`config.mk`:
```
export PLATFORM = sky130hd
export DESIGN_NAME = mux_8x1_rr_sched_flat
export DESIGN_NICKNAME = d
export VERILOG_FILES = /design/src/rtl/mux_8x1_rr_sched_if.sv /design/src/rtl/mux_8x1_rr_sched.sv /design/src/flat_wrapper.sv
export SDC_FILE = /design/constraint.sdc
export NUM_CORES = 1
export LEC_CHECK = 0
export ABC_CLOCK_PERIOD_IN_PS = 4100
export BUFFER_PORTS_ARGS = -buffer_cell sky130_fd_sc_hd__buf_2
export CORE_MARGIN = 2
export CORE_UTILIZATION = 55
export DETAILED_ROUTE_END_ITERATION = 6
export PLACE_DENSITY_LB_ADDON = 0.3
export SLEW_MARGIN = 5
export SYNTH_ARGS = -nofsm -noshare
export SYNTH_HDL_FRONTEND = slang
export SYNTH_SLANG_ARGS = --single-unit
```
`constraint.sdc`:
```
create_clock -name CLK -period 4.1 [get_ports CLK]
set_input_delay 0.205 -clock CLK [delete_from_list [all_inputs] [get_ports CLK]]
set_output_delay 0.205 -clock CLK [all_outputs]
set_load 0.05 [all_outputs]
```
`src/rtl/mux_8x1_rr_sched_if.sv`:
```
// Request/select/grant bundle between the requesters and the
// round-robin mux scheduler. LOCK exists only with MUX_SCHED_LOCK_EN.
interface mux_8x1_rr_sched_if;
  logic [7:0] REQ;
  logic       S0;
  logic       S1;
  logic       S2;
  logic [7:0] GNT;
  logic       BUSY;
  logic       SWITCH;
`ifdef MUX_SCHED_LOCK_EN
  logic       LOCK;
`endif

  modport master (
    output REQ,
`ifdef MUX_SCHED_LOCK_EN
    output LOCK,
`endif
    input  S0, S1, S2, GNT, BUSY, SWITCH
  );

  modport slave (
    input  REQ,
`ifdef MUX_SCHED_LOCK_EN
    input  LOCK,
`endif
    output S0, S1, S2, GNT, BUSY, SWITCH
  );
endinterface

```
`src/rtl/mux_8x1_rr_sched.sv`:
```
// Round-robin burst-limited scheduler driving an 8:1 mux select.
// Optional MUX_SCHED_LOCK_EN adds LOCK to suppress the burst limit.
module mux_8x1_rr_sched #(
  parameter int MAX_BURST = 4,
  parameter int CNT_W     = 4
) (
  input logic               CLK,
  input logic               RST_N,
  mux_8x1_rr_sched_if.slave bus
);

  localparam logic [1:0] ST_IDLE  = 2'd0;
  localparam logic [1:0] ST_GRANT = 2'd1;
  localparam logic [1:0] ST_GAP   = 2'd2;

  localparam logic [CNT_W-1:0] CNT_MAX = CNT_W'(MAX_BURST);
  localparam logic [CNT_W-1:0] CNT_ONE = CNT_W'(1);

  logic [1:0]       state;
  logic [2:0]       ptr;
  logic [2:0]       sel;
  logic [2:0]       last_idx;
  logic             last_vld;
  logic [CNT_W-1:0] cnt;
  logic [7:0]       gnt;
  logic             busy;
  logic             sw;

  logic [2:0]       pick;
  logic             hit;
  logic             lock;
  logic             rel;

`ifdef MUX_SCHED_LOCK_EN
  assign lock = bus.LOCK;
`else
  assign lock = 1'b0;
`endif

  // Walk downward so the smallest offset from ptr wins.
  always_comb begin
    pick = ptr;
    hit  = 1'b0;
    for (int k = 7; k >= 0; k--) begin
      if (bus.REQ[ptr + 3'(k)]) begin
        pick = ptr + 3'(k);
        hit  = 1'b1;
      end
    end
  end

  assign rel = !bus.REQ[sel] ||
               ((cnt == CNT_MAX) && !lock);

  always_ff @(posedge CLK) begin
    if (!RST_N) begin
      state    <= ST_IDLE;
      ptr      <= 3'd0;
      sel      <= 3'd0;
      last_idx <= 3'd0;
      last_vld <= 1'b0;
      cnt      <= '0;
      gnt      <= 8'h00;
      busy     <= 1'b0;
      sw       <= 1'b0;
    end else begin
      sw <= 1'b0;
      case (state)
        ST_IDLE, ST_GAP: begin
          if (hit) begin
            state    <= ST_GRANT;
            gnt      <= 8'b1 << pick;
            sel      <= pick;
            busy     <= 1'b1;
            cnt      <= CNT_ONE;
            sw       <= !last_vld || (pick != last_idx);
            last_idx <= pick;
            last_vld <= 1'b1;
          end else begin
            state <= ST_IDLE;
          end
        end
        ST_GRANT: begin
          if (rel) begin
            state <= ST_GAP;
            gnt   <= 8'h00;
            busy  <= 1'b0;
            ptr   <= sel + 3'd1;
          end else if (cnt != CNT_MAX) begin
            cnt <= cnt + CNT_ONE;
          end
        end
        default: state <= ST_IDLE;
      endcase
    end
  end

  assign bus.S0     = sel[0];
  assign bus.S1     = sel[1];
  assign bus.S2     = sel[2];
  assign bus.GNT    = gnt;
  assign bus.BUSY   = busy;
  assign bus.SWITCH = sw;

endmodule
```
`src/flat_wrapper.sv`:
```
// flat-port wrapper written by rule: the top's interface ports become plain ports
module mux_8x1_rr_sched_flat 
#(
  parameter int MAX_BURST = 4,
  parameter int CNT_W     = 4
)
  (CLK, RST_N, bus_REQ, bus_S0, bus_S1, bus_S2, bus_GNT, bus_BUSY, bus_SWITCH);
  mux_8x1_rr_sched_if bus_i ();
  input logic CLK;
  input logic RST_N;
  input wire logic [$bits(bus_i.REQ)-1:0] bus_REQ;
  output wire logic [$bits(bus_i.S0)-1:0] bus_S0;
  output wire logic [$bits(bus_i.S1)-1:0] bus_S1;
  output wire logic [$bits(bus_i.S2)-1:0] bus_S2;
  output wire logic [$bits(bus_i.GNT)-1:0] bus_GNT;
  output wire logic [$bits(bus_i.BUSY)-1:0] bus_BUSY;
  output wire logic [$bits(bus_i.SWITCH)-1:0] bus_SWITCH;
  assign bus_i.REQ = bus_REQ;
  assign bus_S0 = bus_i.S0;
  assign bus_S1 = bus_i.S1;
  assign bus_S2 = bus_i.S2;
  assign bus_GNT = bus_i.GNT;
  assign bus_BUSY = bus_i.BUSY;
  assign bus_SWITCH = bus_i.SWITCH;
  mux_8x1_rr_sched #(.MAX_BURST(MAX_BURST), .CNT_W(CNT_W)) u_core (.CLK(CLK), .RST_N(RST_N), .bus(bus_i));
endmodule
```
# After elaboration in Yosys (flattened, before gate mapping)
# Index checks and enable logic that the tools add are counted.
[classes]
addsub = 9
magnitude_cmp = 9
n_eq_ne = 9
shifts = 1
muxes = 47
n_reduce_logical = 12
[ops]
columns = ["cell", "count"]
rows = [
  ["less-than comparator 3 x 4 -> 1 bit, second input constant", 9],
  ["binary-select mux 1 bit (select 3 bit)", 9],
  ["2-to-1 mux 3 bit", 8],
  ["2-to-1 mux 1 bit", 20],
  ["2-to-1 mux 8 bit", 2],
  ["one-hot mux 8 bit (2 select lines)", 1],
  ["adder 3 bit, second input constant", 4],
  ["2-to-1 mux 4 bit", 3],
  ["one-hot mux 4 bit (2 select lines)", 1],
  ["<< shifter 1 x 3 -> 8 bit, first input constant", 1],
  ["adder 3 x 1 -> 3 bit, second input constant", 2],
  ["adder 3 x 2 -> 3 bit, second input constant", 2],
  ["inequality test 2 x 1 -> 1 bit, second input constant", 3],
  ["AND reduction 3 bit", 2],
  ["adder 4 x 1 -> 4 bit, second input constant", 1],
  ["== test 4 x 3 -> 1 bit, second input constant", 1],
  ["inequality test 4 x 3 -> 1 bit, second input constant", 1],
  ["one-hot mux 2 bit (2 select lines)", 1],
  ["AND reduction 2 bit", 2],
  ["AND reduction 4 bit", 1],
  ["inequality test 3 bit", 1],
  ["== test 2 x 1 -> 1 bit, second input constant", 1],
  ["== test 2 bit, second input constant", 1],
  ["zero test 1 bit", 2],
  ["7 further kinds", 8],
]
[totals]
ff_bits = 23
input_bits = 10
out_inout_bits = 13
wordCells = 95

# Depth between registers and ports, before layout
[depth]
ltp_word = 14
depth_mapped = 15

# Worst setup path before layout
# No wires, ideal clock.
[synth_timing]
path_kind = "register to register"
start = "register u_core.ptr[1]"
end = "register u_core.sw, in the netlist u_core.bus.SWITCH"
setup_ns = 0.134
arrival_time_ns = 3.114
required_ns = 3.966
path_slack_ns = 0.852
stages_incl_launch_ff = 14
n_path_buf = 3
synth_period_minus_slack_ns = 3.248
cell_sequence = "dfxtp_1 -> buf_2 -> buf_1 -> inv_1 -> ha_1 -> buf_2 -> mux4_2 -> mux2i_1 -> o31ai_1 -> a41o_1 -> nor4_2 -> nor3_4 -> xnor2_1 -> a41oi_2"
[synth_between]
elab_chain_cells = 13
elab_cells_between_ends = 42
[synth_lines]
columns = ["item", "line_no", "source"]
rows = [
  ["from (decl)", "mux_8x1_rr_sched.sv:20", "logic [2:0] ptr;"],
  ["from (signal assigned)", "mux_8x1_rr_sched.sv:88", "ptr <= sel + 3'd1;"],
  ["adder 3 bit", "mux_8x1_rr_sched.sv:45, mux_8x1_rr_sched.sv:46", ""],
  ["binary-select mux 1 bit (select 3 bit)", "mux_8x1_rr_sched.sv:45", "if (bus.REQ[ptr + 3'(k)]) begin"],
  ["2-to-1 mux 1 bit (implied by the code)", "mux_8x1_rr_sched.sv:45", ""],
  ["2-to-1 mux 3 bit (8 in a row)", "mux_8x1_rr_sched.sv:45", ""],
  ["inequality test 3 bit", "mux_8x1_rr_sched.sv:76", "sw <= !last_vld || (pick != last_idx);"],
  ["logical OR 1 bit", "mux_8x1_rr_sched.sv:76", ""],
  ["to (signal assigned)", "mux_8x1_rr_sched.sv:76", ""],
  ["to (decl)", "mux_8x1_rr_sched.sv:27", "logic sw;"],
]
# Parallel ways exist; a longest one is shown, timed or not. The select of a mux whose other input is x is not followed.
# A chain may end at the register's enable or synchronous reset.

# Final worst setup path
[layout_timing]
start = "register u_core.ptr[2]"
end = "register u_core.gnt[2], in the netlist u_core.bus.GNT[2]"
[layout_between]
elab_chain_cells = 14
elab_cells_between_ends = 44
[layout_lines]
columns = ["item", "line_no", "source"]
rows = [
  ["adder 3 bit", "mux_8x1_rr_sched.sv:45, mux_8x1_rr_sched.sv:46", ""],
  ["binary-select mux 1 bit (select 3 bit)", "mux_8x1_rr_sched.sv:45", ""],
  ["2-to-1 mux 1 bit (implied by the code)", "mux_8x1_rr_sched.sv:45", ""],
  ["2-to-1 mux 3 bit (8 in a row)", "mux_8x1_rr_sched.sv:45", ""],
  ["<< shifter 1 x 3 -> 8 bit", "mux_8x1_rr_sched.sv:72", "gnt <= 8'b1 << pick;"],
  ["2-to-1 mux 8 bit", "mux_8x1_rr_sched.sv:70", "if (hit) begin"],
  ["one-hot mux 8 bit (2 select lines)", "mux_8x1_rr_sched.sv:68", "case (state)"],
  ["to (signal assigned)", "mux_8x1_rr_sched.sv:72", ""],
  ["to (decl)", "mux_8x1_rr_sched.sv:25", "logic [7:0] gnt;"],
]
# Parallel ways exist; a longest one is shown, timed or not. The select of a mux whose other input is x is not followed.

==> flow_metrics.env <==
export IMPL_outcome="complete, no violations"
export IMPL_hold_slack_ps=182.4
export IMPL_drt_wirelength_per_cell_um=14.63
export IMPL_synth_seq_area_share_pct=23.48
export IMPL_synthXorXnorAreaFrac_pct=4.020
export IMPL_drive_above_1_share_pct=23.68
export IMPL_postCtsSetupBuffers=0
export IMPL_final_util_pct=62.09
export IMPL_first_pass_iters=4
export IMPL_synth_simple_area_share_pct=21.19
export IMPL_setup_violations=0
export IMPL_rsz0062_at_grt="false"
export IMPL_fin_cells=274
export IMPL_min_from="RST_N"
export IMPL_cp_depth=8
export IMPL_root_buffer="clkbuf_4"
export IMPL_viasPerCell=5.942
export IMPL_tightestPinTransition_ps=836.8
export IMPL_placed_cells=270
export IMPL_start_kind="flop"
export IMPL_syn_avg_cell_area_um2=9.336
export IMPL_syn_instance_count=210
export IMPL_dieArea_mm2=0.004058
export IMPL_vias=1628
export IMPL_synth_top_family_by_area="multiplexers"
export IMPL_worst_path_buf_inv=1
export IMPL_antenna_found_initial=0
export IMPL_critPathArrivalTime_ps=3230
export IMPL_ir_drop_uv=553.5
export IMPL_power_mw=1.262
export IMPL_grt_pass1_wl_um=6810
export IMPL_cp_max_fo=23
export IMPL_die_h_um=63.71
export IMPL_async_flop_share_pct=0
export IMPL_ys_flop_type="dfxtp_1"
export IMPL_clk_latency_ps=320
export IMPL_rr_startpoint="u_core.ptr[2]"
export IMPL_nNetsFinal=244
export IMPL_grt_pass1_vias=1442
export IMPL_cp_startpoint="u_core.ptr[2]"
export IMPL_power_density_mw_per_mm2=599.5
export IMPL_synth_mux_area_share_pct=23.99
export IMPL_htreeDepth=1
export IMPL_synth_cell_types=58
export IMPL_worstPathCellList="nor4bb_1, or4_4, o211ai_1, o31a_1, and2_1, inv_1, or3_1, o21ai_1"
export IMPL_min_period_ps=2971
export IMPL_gp_congestion=0.9337
export IMPL_slew_headroom_pct=44.13
export IMPL_core_area_mm2=0.003390
export IMPL_post_cts_resized=0
export IMPL_detail_route_iter0_violations=63
export IMPL_cts_sinks=23
export IMPL_required_ps=4360
export IMPL_end_kind="flop"
export IMPL_cp_top_family="simple AND/OR/NAND/NOR gates"
export IMPL_finalCritPeriodShare_pct=72.47
export IMPL_netlist_area_leader_share_pct=23.48
export IMPL_finClkSkew_ps=8.112
export IMPL_maxCapViolations=0
export IMPL_hold_viol=0
export IMPL_antenna_left=0
export IMPL_rows=21
export IMPL_initial_core_util_pct=57.84
export IMPL_yosys_area_top_type="dfxtp_1"
export IMPL_synth_cell_area_mm2=0.001961
export IMPL_synth_warnings=0
export IMPL_ff2ff_path_depth=8
export IMPL_numCtsBuffers=3
export IMPL_synth_nets=225
export IMPL_ios=23
export IMPL_hold_buffers=0
export IMPL_cts_buffer_depth=2
export IMPL_crit_slowest_cell="dfxtp_1"
export IMPL_ys_ff_latch=23
export IMPL_report_final_slew_viol_count=0
export IMPL_grt_max_degree=24
export IMPL_setup_tns_ps=0
export IMPL_routed_wl_um=4009
export IMPL_hp_class="in2reg"
export IMPL_synth_edf_count=0
export IMPL_power_leakage_nw=0.7927
export IMPL_drc=0
export IMPL_worstSetupPathType="reg2reg"
export IMPL_synth_compound_gate_area_share_pct=18.63
export IMPL_clk_pin_slew_ps=130
export IMPL_grt_overflow_total=0
export IMPL_portBuffers=22
export IMPL_cts_tree="built"
export IMPL_syn_to_final_growth_pct=7.339
export IMPL_cpPeakStageDelay_ps=880
export IMPL_grt_usage_pct=20.95
export IMPL_hold_path_depth=2
export IMPL_place_hpwl_um=3044
export IMPL_dieWidth_um=63.71
export IMPL_achievable_frequency_ghz=0.3366
export IMPL_antennaDiodeCount=0
export IMPL_synthTopCellsByArea="dfxtp_1 23%, mux4_2 10%, mux2i_1 7.7%, nand2_1 3.8%, nor2_1 3.6%"
export IMPL_synth_fa_ha_area_share_pct=3.191
==> cell families after synthesis <==
| family | Yosys count |
|---|---|
| AO/OA/AOI/OAI | 48 |
| flip-flops | 23 |
| adder cells (fa/ha/maj) | 5 |
| XOR/XNOR | 9 |
| multiplexers | 31 |
| AND/OR/NAND/NOR | 73 |
| buffers and inverters | 21 |
==> cell type report <==
class | count | area, um^2
Inverter | 11 | 41.29
Timing Repair Buffer | 24 | 125.1
Multi-Input combinational cell | 166 | 1393
Fill cell | 291 | 1285
Tap cell | 46 | 57.56
Sequential cell | 23 | 460.4
Clock inverter | 1 | 5.005
Clock buffer | 3 | 22.52
==> metrics by stage <==
step           setup slack [ps]  area, um^2
2_1_floorplan             851.7        1961
3_3_place_gp               1151        2077
3_5_place_dp               1126        2077
4_1_cts                    1113        2105
5_1_grt                   882.7        2105
6_report                   1129        2105
==> worst register-to-register path, delay by kind of cell, from the launching register on <==
kind / cells / cell delay, ps
AO/OA/AOI/OAI: 3 / 680
buffers and inverters: 1 / 70
flip-flops: 1 / 880
AND/OR/NAND/NOR: 4 / 1280
==> sequential cells by signal (all words and copies together) (netlist names) <==
name,count
u_core.bus.GNT,8
u_core.sel,3
u_core.ptr,3
u_core.bus.BUSY,1
u_core.state,2
u_core.last_vld,1
u_core.cnt,4
u_core.bus.SWITCH,1
==> cells in the final DEF, fill, tap and decap left out, types with 4 or more instances in the layout <==
master	synthesis	final
dfxtp_1	23	23
buf_2	2	22
nand2_1	20	20
nor2_1	19	19
mux2i_1	15	15
inv_1	9	9
mux4_2	9	9
o21ai_1	8	8
o21ai_0	7	7
xnor2_1	5	5
a21oi_1	5	5
ha_1	5	5
xor2_1	4	4
nand3b_1	4	4
nor2b_1	4	4
and2_1	4	4
or3_1	4	4
a211oi_1	4	4
==> cells in the mapped netlist, types with 2 or more instances <==
cell type / instances
buf_6: 2
clkbuf_1: 2
a41oi_1: 2
mux4_1: 2
and2_1: 4
mux2i_1: 15
o211ai_1: 3
nand2b_1: 3
o31ai_1: 3
ha_1: 5
xnor2_1: 5
mux2i_2: 2
buf_4: 3
nor2_1: 19
a31oi_1: 2
nand3b_1: 4
nor4b_1: 2
dfxtp_1: 23
a21oi_1: 5
a211oi_1: 4
nand2_1: 20
inv_2: 2
nor4bb_1: 2
mux4_2: 9
inv_1: 9
nand4_1: 2
or3_1: 4
o21ai_0: 7
nor2b_1: 4
o21ai_1: 8
buf_2: 2
nand2b_4: 2
xor2_1: 4
==> final timing paths <==
check | slack, ps | end
setup / recovery | 1130 | u_core.bus.GNT[2]
hold / removal | 180 | u_core.bus.BUSY
setup reg to reg | 1130 | u_core.bus.GNT[2]
hold reg to reg | 450 | u_core.bus.GNT[0]
==> power by group <==
group / internal [mW] / switching (mW)
clock network: 0.0366 / 0.0678
logic: 0.336 / 0.497
registers: 0.267 / 0.0567
==> layer usage <==
| layer | wire [um] | track usage [%] | part of all wire, % | vias to the layer above |
|---|---|---|---|---|
| li1 | - | - | - | 816 |
| met1 | 1938 | 31.16 | 48 | 780 |
| met2 | 1893 | 31.97 | 47 | 26 |
| met3 | 131 | 3.393 | 3.3 | 6 |
| met4 | 46 | 4.348 | 1.1 | 0 |
| met5 | 0 | 0 | 0 | - |
(Power assumes the default switching activity.)
